### src/rtl/xcorr_pe_pipe.sv
// xcorr_pe_pipe: XOR/popcount cross-correlation PE with per-frame accumulation,
// threshold verdict, and latency-matched template/mark forwarding for systolic chaining.
module xcorr_pe_pipe #(
  parameter int W        = 100,
  parameter int ACC_W    = 9,
  parameter int PIPE_POP = 1
) (
  input  logic             clk,
  input  logic             rst,
  input  logic             stall,
  input  logic [W-1:0]     iarray,
  input  logic [W-1:0]     tarray,
  input  logic             mark,
  input  logic             valid,
  input  logic             flush,
  input  logic [ACC_W-1:0] thr,
  output logic [W-1:0]     tout,
  output logic             markout,
  output logic [ACC_W-1:0] score,
  output logic             score_vld,
  output logic             hit,
  output logic             sat
);
  localparam int CW = $clog2(W + 1);
  localparam logic [ACC_W:0]   MAX_W = {1'b0, {ACC_W{1'b1}}};
  localparam logic [ACC_W-1:0] MAX_A = '1;
  logic [CW-1:0] pc, pa;
  logic ma, va, fa;
  logic [W-1:0] ta;
  always_comb begin
    pc = '0;
    for (int i = 0; i < W; i++) pc = pc + CW'(iarray[i] ^ tarray[i]);
  end
  generate
    if (PIPE_POP != 0) begin : g_pipe
      logic [CW-1:0] pc_q;
      logic mark_q, valid_q, flush_q;
      logic [W-1:0] t_q;
      always_ff @(posedge clk or negedge rst) begin
        if (!rst) begin
          pc_q    <= '0;
          mark_q  <= 1'b0;
          valid_q <= 1'b0;
          flush_q <= 1'b0;
          t_q     <= '0;
        end else if (!stall) begin
          pc_q    <= pc;
          mark_q  <= mark;
          valid_q <= valid;
          flush_q <= flush;
          t_q     <= tarray;
        end
      end
      assign pa = pc_q;
      assign ma = mark_q;
      assign va = valid_q;
      assign fa = flush_q;
      assign ta = t_q;
    end else begin : g_comb
      assign pa = pc;
      assign ma = mark;
      assign va = valid;
      assign fa = flush;
      assign ta = tarray;
    end
  endgenerate
  logic [ACC_W-1:0] acc_q, acc_d, thr_q, thr_d, score_q, score_d;
  logic open_q, open_d, bad_q, bad_d, satf_q, satf_d;
  logic vld_q, vld_d, hit_q, hit_d, sat_q, sat_d, mo_q;
  logic [W-1:0] tout_q;
  logic [ACC_W:0] sum;
  logic close, grow;
  // Verdict always reflects the accumulator before the closing word; mark beats flush.
  always_comb begin
    sum     = {1'b0, acc_q} + (ACC_W+1)'(pa);
    close   = open_q & (ma | fa);
    grow    = open_q & !ma & !fa;
    acc_d   = ma ? ACC_W'(pa) : !open_q ? acc_q : fa ? '0 : (sum > MAX_W ? MAX_A : sum[ACC_W-1:0]);
    bad_d   = ma ? !va : grow ? (bad_q | !va) : bad_q;
    satf_d  = ma ? 1'b0 : grow ? (satf_q | (sum > MAX_W)) : satf_q;
    thr_d   = ma ? thr : thr_q;
    open_d  = ma | (open_q & !fa);
    vld_d   = close;
    score_d = close ? acc_q : score_q;
    sat_d   = close ? satf_q : sat_q;
    hit_d   = close ? (!bad_q & !satf_q & (acc_q <= thr_q)) : hit_q;
  end
  always_ff @(posedge clk or negedge rst) begin
    if (!rst) begin
      acc_q   <= '0;
      thr_q   <= '0;
      score_q <= '0;
      open_q  <= 1'b0;
      bad_q   <= 1'b0;
      satf_q  <= 1'b0;
      vld_q   <= 1'b0;
      hit_q   <= 1'b0;
      sat_q   <= 1'b0;
      mo_q    <= 1'b0;
      tout_q  <= '0;
    end else if (!stall) begin
      acc_q   <= acc_d;
      thr_q   <= thr_d;
      score_q <= score_d;
      open_q  <= open_d;
      bad_q   <= bad_d;
      satf_q  <= satf_d;
      vld_q   <= vld_d;
      hit_q   <= hit_d;
      sat_q   <= sat_d;
      mo_q    <= ma;
      tout_q  <= ta;
    end
  end
  assign tout      = tout_q;
  assign markout   = mo_q;
  assign score     = score_q;
  assign score_vld = vld_q;
  assign hit       = hit_q;
  assign sat       = sat_q;
endmodule

### config.mk
export PLATFORM = sky130hd
export DESIGN_NAME = xcorr_pe_pipe
export DESIGN_NICKNAME = d
export VERILOG_FILES = /design/src/rtl/xcorr_pe_pipe.sv
export SDC_FILE = /design/constraint.sdc
export NUM_CORES = 1
export LEC_CHECK = 0
export BUFFER_PORTS_ARGS = -buffer_cell sky130_fd_sc_hd__buf_2
export CORE_MARGIN = 2
export CORE_UTILIZATION = 30
export CTS_BUF_LIST = sky130_fd_sc_hd__clkbuf_2
export CTS_CLUSTER_DIAMETER = 150
export DETAILED_ROUTE_END_ITERATION = 12
export PLACE_DENSITY = 0.56
export SLEW_MARGIN = 0
export SYNTH_ARGS = -nofsm -noshare
export SYNTH_HDL_FRONTEND = slang
export SYNTH_SLANG_ARGS = --single-unit
export TNS_END_PERCENT = 10
### constraint.sdc
create_clock -name clk -period 1.9 [get_ports clk]
set_input_delay 0.38 -clock clk [delete_from_list [all_inputs] [get_ports clk]]
set_output_delay 0.38 -clock clk [all_outputs]
set_load 0.05 [all_outputs]
==> key figures, run 1 <==
Run status
  – Status: finished with violations
  – Violated checks: setup timing

Clock tree
  – Clock Latency Late Sink: approximately 980 ps
  – CTS clk-pin slew, worst paths: about 90 ps
  – CTS Root Buffer Type: clkbuf_2
  – CTS Buf Count: between 70 and 80
  – CTS tree: done
  – CTS Sinks: between 200 and 250
  – Max clock buf depth: 3
  – H-tree lvl count: 3

Critical path
  – Setup CP Type: in -> reg
  – CP max stage delay: roughly 590 ps
  – Worst R2R End: acc_q[6]$_DFFE_PN0P_
  – Crit path launch type: input port
  – Worst setup EP type: flop
  – R2R Setup Slk: 50 ps
  – Arr. time, crit path: 6730 ps
  – CP max FO: 2
  – Most frequent CP cell: fa_1
  – Critical-path top delay cell: fa_1
  – Reg-to-reg startpoint: g_pipe.pc_q[0]$_DFFE_PN0N_
  – WP data required: 2730 ps
  – FF-to-FF path depth: 7
  – Crit-path cells: buf_2 > xor2_2 > fa_1 > fa_2 > fa_2 > inv_2 > fa_1 > inv_2 > fa_2 > fa_1 > fa_1 > inv_1 > fa_1 > fa_1 > inv_2 > ha_4 > fa_2 > a21o_1 > a31o_2 > a21oi_2 > xor2_1 > o21ai_1

Floorplanning
  – Total core area: 42,800 sq um
  – Die Wd: around 210 um
  – Die area: 44,800 sq um
  – Die H: 212 um
  – Row count: 76
  – I/O Pins: about 330
  – Initial Util: a little under a third

Synthesis
  – Top cells by area, synth: dfrtp_1 (47%), mux2_2 (19%), fa_1 (14%)
  – Yosys reg bits: 244
  – Mapped Nets: 1,290
  – Mapped Avg Cell Area: 13.6 sq um
  – Distinct cells, synth: 34
  – Synth warn: 0
  – Sequential share of the synthesized area: a little under half
  – Yosys top cell by area: dfrtp_1
  – Mapped Area: 12,900 sq um
  – Post-synthesis cell count: 951
  – Synth top area share: 47.3%

Final layout
  – Area growth syn-to-layout: 48.0%
  – Most frequent cells in the layout: dfrtp_1 (243), mux2_2 (214), buf_2 (204)
  – Multi-input gate area: between 6000 and 7000 sq um
  – Reg area: 6110 sq um
  – Share of layout cells above drive strength 1: 50.5%
  – Fillcell total: 4,017
  – Commonest non-fill, non-tap cell in the layout: dfrtp_1
  – Final #Nets: 1,908

Hold path
  – Hold-critical path depth: 3
  – Worst min path class: in -> reg
  – Hold path start: tarray[65]
  – Worst Hold End: g_pipe.t_q[65]$_DFFE_PN0N_

Drt
  – DRT Pass-1 Iters: 4
  – Vias per cell: 4.34
  – Via Count: 9,430
  – DRT Wirelength: approximately 36,000 um
  – Remaining antenna violation count: 0
  – Remaining DRCs: 0
  – Drt first-iter violations: 269
  – WL/cell: between 15 and 20 um

Timing
  – Final cycle utilization of the critical path: 310%
  – Hold_ws: around 190 ps
  – Final Hold Viols: 0
  – Final Max Tran Viols: 0
  – Final worst slack: -4000 ps
  – Fmax: 170 MHz
  – Relative slew slack: a little under 50%
  – Worst-margin pin slew: between 700 and 800 ps
  – Final Skew: 43.5 ps
  – RSZ-0062 raised after global routing: yes
  – Minimum clock period: slightly below 6000 ps
  – Setup violations, final: 70

Placement
  – PortBufs: 327
  – Final GP Congestion: 0.827
  – Hpwl dp: 26,700 um

Global routing
  – Global-route wire length before repair: 56,900 um
  – Met3 Usage GRT: between 5 and 6%
  – Largest net degree at the start of global routing: between 100 and 150
  – Grt ovf: 0
  – Gr usage total: about 17%
  – Met1 global-route usage: between 10% and 20%
  – Grt met2 use: 28.9%
  – Grt peak-use layer: met2
  – Vias in the first global route: 10,600
  – Initial antenna violation count: 7

Job
  – Max Cap Violations: 0
==> cell families after synthesis <==
group,after synthesis,synth area share [%]
fa+ha+maj,124,17.2
flops,244,47.3
buf+inv,125,3.84
compound gates,73,3.43
simple gates,58,1.94
mux,218,19.0
xor+xnor,109,7.39
==> per-layer routing <==
layer	vias up	routed length [um]	part of all wire, %
li1	4435	-	-
met1	4677	14000	39
met2	247	18600	51
met3	61	2580	7.1
met4	10	958	2.6
met5	-	66	0.18
==> worst max-delay path by stage <==
| stage | startpoint | to | slack [ps] |
|---|---|---|---|
| CTS | iarray[65] | g_pipe.pc_q[6]$_DFFE_PN0N_ | -3850 |
| global route | tarray[13] | g_pipe.pc_q[6]$_DFFE_PN0N_ | -4040 |
| finish | tarray[59] | g_pipe.pc_q[6]$_DFFE_PN0N_ | -4000 |
| floorplan | tarray[81] | g_pipe.pc_q[6]$_DFFE_PN0N_ | -4600 |
| global placement | tarray[95] | g_pipe.pc_q[6]$_DFFE_PN0N_ | -5050 |
| detailed placement | tarray[95] | g_pipe.pc_q[6]$_DFFE_PN0N_ | -5140 |
==> through the flow <==
step	utilization [%]	instance area (sq um)	setup TNS (ps)	worst slack [ps]	std cells
finish	44.7	19100	-26880	-4000	2171
global route	44.7	19100	-44370	-4040	2168
CTS	44.4	19000	-45500	-3850	2165
detailed placement	37.3	16000	-33690	-5140	1896
global placement	37.3	16000	-33250	-5050	1896
floorplan	-	12900	-29870	-4600	951
==> Yosys cell counts <==
library cell    n
o21a_1          1
a21oi_2         1
o21ai_0        26
clkbuf_1       10
a21o_1          7
nor2_1         16
nor2b_1         3
and3_1          1
a211oi_1        3
nor3_1          2
o31ai_1         1
xnor2_1        42
o221ai_1        5
nand2_1        29
a31o_2          1
a41oi_1         1
nand4b_1        1
or3_1           2
a21oi_1        20
dfrtp_1       244
a31oi_1         1
nand4_1         2
o21bai_1        4
o211ai_1        1
nand2b_1        2
inv_1          93
ha_1           35
mux2_2        216
buf_2          21
o32ai_1         1
fa_1           89
xor2_1         67
clkbuf_2        1
mux2i_1         2
==> cell type report <==
type                       instances  area share (%)
inverter                          93            1.82
clock inverter                    22            1.06
sequential                       244            31.9
antenna                            4          0.0523
tap                              546            3.57
clock buffer                     106            2.77
timing repair buffer             574            24.6
multi-input combinational        582            34.2
==> worst max-delay path: cells and delay by family <==
| kind | cells | cell delay [ps] |
|---|---|---|
| adder cells (fa/ha/maj) | 11 | 5090 |
| AO/OA/AOI/OAI | 4 | 600 |
| XOR/XNOR | 2 | 360 |
| buffers and inverters | 5 | 320 |
==> flip-flops by register name, summed over array words and instances (netlist names), 7 cells and up <==
register and flops:
tout 100, acc_q 9, g_pipe.t_q 100, thr_q 9
score 9, g_pipe.pc_q 7
==> what timing repair did <==
action / in CTS / in global routing
buffers inserted: 1 / 2
endpoints found under the setup margin: 125 / 128
resized for setup: 266 / 26
hold endpoints to repair: 408 / 0
pin swaps: 25 / 28
hold buffers: 141 / 0
Power of run 1 is left out: the tool's default activity adds up to more than one toggle a clock period on the data nets, which glitch-free logic cannot reach.
==> run 2, diff against run 1 <==
- BUFFER_PORTS_ARGS: -buffer_cell sky130_fd_sc_hd__buf_2 -> -buffer_cell sky130_fd_sc_hd__buf_4
- PLACE_DENSITY: 0.56 -> 0.54
- clock period: 1.9 -> 6.9 ns (I/O delays scaled with it)
==> run 2 against run 1 <==
  * Critical path depth is 1 higher
  * Clock skew is 31 ps higher
  * Die area stayed put
  * Largest cell class unchanged
  * Worst hold slack better by 260 ps
  * The run still ends with setup timing left
  * Sequential cell count stayed put
==> key figures, run 2 (synthesis gave the netlist of run 1 again) <==
Final layout
  – Commonest non-fill, non-tap cell in the layout: buf_4
  – Most frequent cells in the layout: buf_4 (367), dfrtp_1 (244), mux2_2 (216)
  – Fillcell total: 4,257
  – Final #Nets: between 1,500 and 2,000
  – Share of layout cells above drive strength 1: approximately half
  – Area growth syn-to-layout: 31.9%
  – Final Util: 39.8%
  – Post-Layout Cell Count: 1,964
  – Design area: around 17,000 sq um

Critical path
  – Arr. time, crit path: 7830 ps
  – Crit-path cells: buf_6 > xnor2_2 > fa_1 > inv_2 > fa_1 > inv_2 > fa_1 > inv_1 > fa_1 > fa_1 > fa_1 > fa_1 > inv_2 > fa_1 > fa_1 > inv_1 > ha_2 > fa_2 > a21o_1 > a31o_2 > a21oi_2 > xor2_1 > o21ai_1
  – Critical-path top delay cell: fa_1
  – Setup CP Type: in -> reg
  – Worst setup EP type: flop
  – Worst path depth: 23
  – CP max FO: 2
  – Worst path buffer plus inverter count: 6
  – WP data required: approximately 7700 ps
  – FF-to-FF path depth: 7
  – CP Capture Point: g_pipe.pc_q[6]$_DFFE_PN0N_
  – Reg-to-reg startpoint: acc_q[0]$_DFFE_PN0P_
  – R2R Setup Slk: ~4700 ps
  – Most frequent CP cell: fa_1
  – Crit path max-delay family: adder cells
  – Worst R2R End: acc_q[6]$_DFFE_PN0P_
  – CP max stage delay: ~600 ps
  – Crit path from: tarray[33]
  – Crit path launch type: input port

Floorplanning
  – Total core area: ~43,000 sq um
  – I/O Pins: 328
  – Initial Util: 30.2%
  – Row count: 76
  – Die H: 212 um
  – Die Wd: 212 um
  – Die area: 44,800 sq um

Drt
  – DRT Wirelength: roughly 34,000 um
  – Drt first-iter violations: 326
  – Via Count: 8,543
  – Remaining DRCs: 0
  – Vias per cell: around 4.3
  – DRT Pass-1 Iters: 4
  – Remaining antenna violation count: 0
  – WL/cell: 17.2 um

Timing
  – Final cycle utilization of the critical path: 102%
  – Worst-margin pin slew: 1140 ps
  – TNS Setup: -169 ps
  – Relative slew slack: between 20% and 30%
  – Final worst slack: -151 ps
  – Final Skew: 74.7 ps
  – Minimum clock period: a little over 7000 ps
  – Final Hold Viols: 0
  – Fmax: about 140 MHz
  – RSZ-0062 raised after global routing: yes
  – Final Max Tran Viols: 0
  – Setup violations, final: 2

Clock tree
  – Post-cts hold buffer count: 0
  – CTS Root Buffer Type: clkbuf_2
  – Clock Latency Late Sink: 930 ps
  – CTS tree: done
  – Max clock buf depth: 3
  – CTS Buf Count: 73
  – CTS clk-pin slew, worst paths: 100 ps
  – H-tree lvl count: 3
  – CTS Sinks: 244

Global routing
  – Largest net degree at the start of global routing: 131
  – Gr usage total: 15.6%
  – Global-route wire length before repair: 52,500 um
  – Initial antenna violation count: 2
  – Vias in the first global route: 9,328
  – Grt ovf: 0

Placement
  – Placed Cells: ~1,800
  – Hpwl dp: 26,100 um
  – PortBufs: 327
  – Final GP Congestion: approximately 0.8
  – Placed inst area: about 16,000 sq um

Hold path
  – Worst min path class: reg -> reg
  – Hold-critical path depth: 1

Run status
  – Violated checks: setup timing
  – Status: finished with violations

Job
  – Max Cap Violations: 0
-- run 2: changes by cell type in the layout (fill, tap and decap cells not counted), sizes merged --
cell,delta
dlygate4sd3,-140
buf,-62
clkinv,-7
clkbuf,+5
diode,-3
bufinv,-1
clkinvlp,+1
-- run 2: cell type report --
cell class / count / area [sq um] / area share, %
Tap cell: 546 / 683 / 4.01
Inverter: 93 / 349 / 2.05
Antenna cell: 1 / 2.50 / 0.0147
Timing Repair Buffer: 372 / 2830 / 16.6
Multi-Input combinational cell: 582 / 6370 / 37.4
Clock inverter: 15 / 151 / 0.888
Sequential cell: 244 / 6110 / 35.8
Clock buffer: 111 / 556 / 3.26
-- run 2: worst min path at each step --
stage,slack (ps),from,end
final,440,g_pipe.t_q[52]$_DFFE_PN0N_,tout[52]$_DFFE_PN0N_
after global routing,490,g_pipe.t_q[42]$_DFFE_PN0N_,tout[42]$_DFFE_PN0N_
after CTS,400,rst,tout[1]$_DFFE_PN0N_
after detailed placement,470,g_pipe.valid_q$_DFFE_PN0N_,bad_q$_DFFE_PN0P_
after global placement,460,g_pipe.valid_q$_DFFE_PN0N_,bad_q$_DFFE_PN0P_
after floorplan,440,g_pipe.valid_q$_DFFE_PN0N_,bad_q$_DFFE_PN0P_
-- run 2: metrics by stage --
step | hold slack [ps] | setup slack (ps)
3_5_place_dp | 466 | -1180
4_1_cts | 401 | -47.6
2_1_floorplan | 441 | -603
5_1_grt | 489 | -240
6_report | 445 | -151
3_3_place_gp | 456 | -1130
-- run 2: timing repair --
| item | in CTS | in global routing |
|---|---|---|
| gates resized for setup | 0 | 13 |
| endpoints found under the setup margin | 1 | 3 |
| cloned | 0 | 0 |
| setup buffers | 0 | 1 |
| pin swaps | 1 | 7 |
-- run 2: layer usage --
layer	up-vias	wire length, um	GRT usage [%]
met5	-	13	0
met4	2	702	5.71
met3	53	2840	5.89
met2	245	16900	26.2
met1	4209	13400	18.1
li1	4034	-	-
Power of run 2 is left out for the same reason.
==> run 3, diff against run 2 <==
- ABC_AREA: default -> 1
==> run 3 against run 2 <==
  * Register-to-register slack improved by 340 ps
  * Routed wire length increased by 14%
  * Setup slack improved by 220 ps
  * Via count increased by 19%
  * Final cell count increased by 22%
  * Non-clock buffer count increased by 13
  * Highest routed layer unchanged
  * Die area increased by 1.1%
  * Final area increased by 0.49%
  * The flow now finishes without violations
  * Global-route usage increased by 1.9 points
==> key figures, run 3 <==
Global routing
  – Grt ovf: 0
  – Gr usage total: 17.5%
  – Global-route wire length before repair: 59,100 um
  – Vias in the first global route: around 10,000
  – Initial antenna violation count: 4
  – Largest net degree at the start of global routing: 157

Floorplanning
  – Initial Util: 30.3%
  – Row count: 76
  – Die Wd: 213 um
  – Total core area: 43,100 sq um
  – I/O Pins: 328
  – Die area: 45,200 sq um
  – Die H: 213 um

Placement
  – Final GP Congestion: roughly 0.82
  – Hpwl dp: around 29,000 um
  – Placed inst area: 16,500 sq um
  – PortBufs: 327

Clock tree
  – CTS Root Buffer Type: clkbuf_2
  – CTS tree: done
  – CTS clk-pin slew, worst paths: 80 ps
  – Setup bufs post-CTS: 0
  – Post-cts hold buffer count: 0
  – Max clock buf depth: 3
  – CTS Buf Count: 71
  – Clock Latency Late Sink: 960 ps
  – H-tree lvl count: 3
  – CTS Sinks: 244
  – Post-CTS Resized: 0

Critical path
  – Crit path launch type: input port
  – Crit-path cells: buf_4 > xnor2_1 > fa_1 > inv_1 > fa_1 > fa_1 > inv_1 > fa_1 > fa_1 > fa_1 > inv_1 > fa_1 > inv_1 > fa_1 > fa_1 > inv_1 > ha_2 > fa_2 > nand4_1 > o211ai_1 > xor2_1 > nand2_1 > nand2_1
  – CP max FO: 3
  – WP data required: 7720 ps
  – Arr. time, crit path: roughly 7700 ps
  – Worst setup EP type: flop
  – Setup CP Type: in -> reg
  – Most frequent CP cell: fa_1
  – Critical-path top delay cell: fa_1
  – CP max stage delay: a little over 700 ps

Timing
  – Fmax: 146 MHz
  – Minimum clock period: 6830 ps
  – Relative slew slack: 28.5%
  – Setup violations, final: 0
  – Worst-margin pin slew: roughly 1100 ps
  – Final Max Tran Viols: 0
  – Final cycle utilization of the critical path: 99.0%
  – Final Hold Viols: 0
  – RSZ-0062 raised after global routing: no
  – Final Skew: 44.3 ps

Drt
  – WL/cell: ~16 um
  – DRT Wirelength: 38,700 um
  – Remaining DRCs: 0
  – Drt first-iter violations: 501
  – Remaining antenna violation count: 0
  – DRT Pass-1 Iters: 4
  – Vias per cell: 4.26
  – Via Count: 10,200

Synthesis
  – Number of synthesized flops with an enable pin: 0
  – Top_reg_cell synth: dfrtp_1
  – Most frequent cell after synthesis: nand2_1
  – Distinct cells, synth: 34
  – Top cells by area, synth: dfrtp_1 (47%), fa_1 (14%), nand2_1 (9.4%)
  – Post-synthesis cell count: 1,348
  – Mapped Nets: 1,687
  – Synth warn: 0
  – Yosys top cell by area: dfrtp_1
  – Top cells by count, synth: nand2_1 (326), dfrtp_1 (244), inv_1 (206)
  – Synth top area share: 46.7%
  – Mapped Avg Cell Area: 9.69 sq um
  – Mapped Area: 13,100 sq um
  – Yosys reg bits: 244
  – Sequential share of the synthesized area: between 40% and 50%
  – Ys async rst share: between 90% and 100%

Final layout
  – Design area: 17,100 sq um
  – Final #Nets: 2,094
  – Most frequent cells in the layout: buf_4 (382), nand2_1 (326), dfrtp_1 (244)
  – Area growth syn-to-layout: 31.1%
  – Commonest non-fill, non-tap cell in the layout: buf_4
  – Share of layout cells above drive strength 1: 28.7%

Job
  – Max Cap Violations: 0

Hold path
  – Worst min path class: in -> async

Run status
  – Status: complete, no violations
[run 3: changes by cell type after synthesis, sizes merged, moves of 4 or more]
cell,change
clkbuf,+12
inv,+117
nand3,+13
nor2,+4
o221ai,-5
a21o,-7
mux2,-209
buf,+7
nand2,+300
o21ai,+176
o21bai,-4
a21oi,+5
[run 3: area by class of cell]
cell class              count  area [sq um]
fillers                  4388         25900
flip-flops and latches    244          6110
multi-input cells         843          5930
repair buffers            385          2910
inverters                 210           793
well taps                 585           732
clock buffers             108           541
clock inverters            14           106
diodes                      4          10.0
[run 3: final timing paths]
path / start / end / slack [ps] / cells past startpoint
max: tarray[95] / g_pipe.pc_q[6]$_DFFE_PN0N_ / 70 / 23
max reg2reg: acc_q[0]$_DFFE_PN0P_ / acc_q[4]$_DFFE_PN0P_ / 5010 / 9
max in group asynchronous: rst / g_pipe.t_q[41]$_DFFE_PN0N_ / 5010 / 2
min: rst / thr_q[8]$_DFFE_PN0P_ / 410 / 1
min reg2reg: g_pipe.t_q[0]$_DFFE_PN0N_ / tout[0]$_DFFE_PN0N_ / 480 / 2
min in group clk: g_pipe.t_q[0]$_DFFE_PN0N_ / tout[0]$_DFFE_PN0N_ / 480 / 2
[run 3: through the flow]
step | instances | hold WS, ps | util (%) | setup WS [ps] | setup TNS [ps]
after floorplan | 1348 | 434 | - | -384 | -1420
after CTS | 2389 | 297 | 39.7 | 203 | 0
after detailed placement | 2267 | 453 | 38.2 | -934 | -5270
final | 2393 | 412 | 39.8 | 69.2 | 0
after global placement | 2267 | 449 | 38.2 | -901 | -5160
after global routing | 2392 | 286 | 39.8 | 36.4 | 0
[run 3: cells by family (layout without fill, tap and decap cells)]
kind of cell               count (synthesis)  after routing  synth area share [%]
xor gates and xnor gates                 106            106                  7.11
DFF                                      244            244                  46.7
adders and majority gates                124            124                  17.0
buffers and inverters                    261            717                  8.01
AOI/OAI and AO/OA                        236            236                  9.26
and+or+nand+nor                          370            370                  11.3
muxes                                      7              7                 0.603
other                                      0              4                     0
[run 3: critical path: cells and delay by family]
family	cells	cell delay, ps
adder cells (fa/ha/maj)	11	5170
AND/OR/NAND/NOR	3	230
AO/OA/AOI/OAI	1	100
buffers and inverters	6	470
XOR/XNOR	2	300
[run 3: per-layer routing]
metal	routed length, um	track usage (%)	share of wire (%)
met4	1090	6.22	2.8
met2	18900	28.6	49
met3	2870	6.53	7.4
met1	15800	21.1	41
met5	18	0	0.047
Power of run 3 is left out for the same reason.
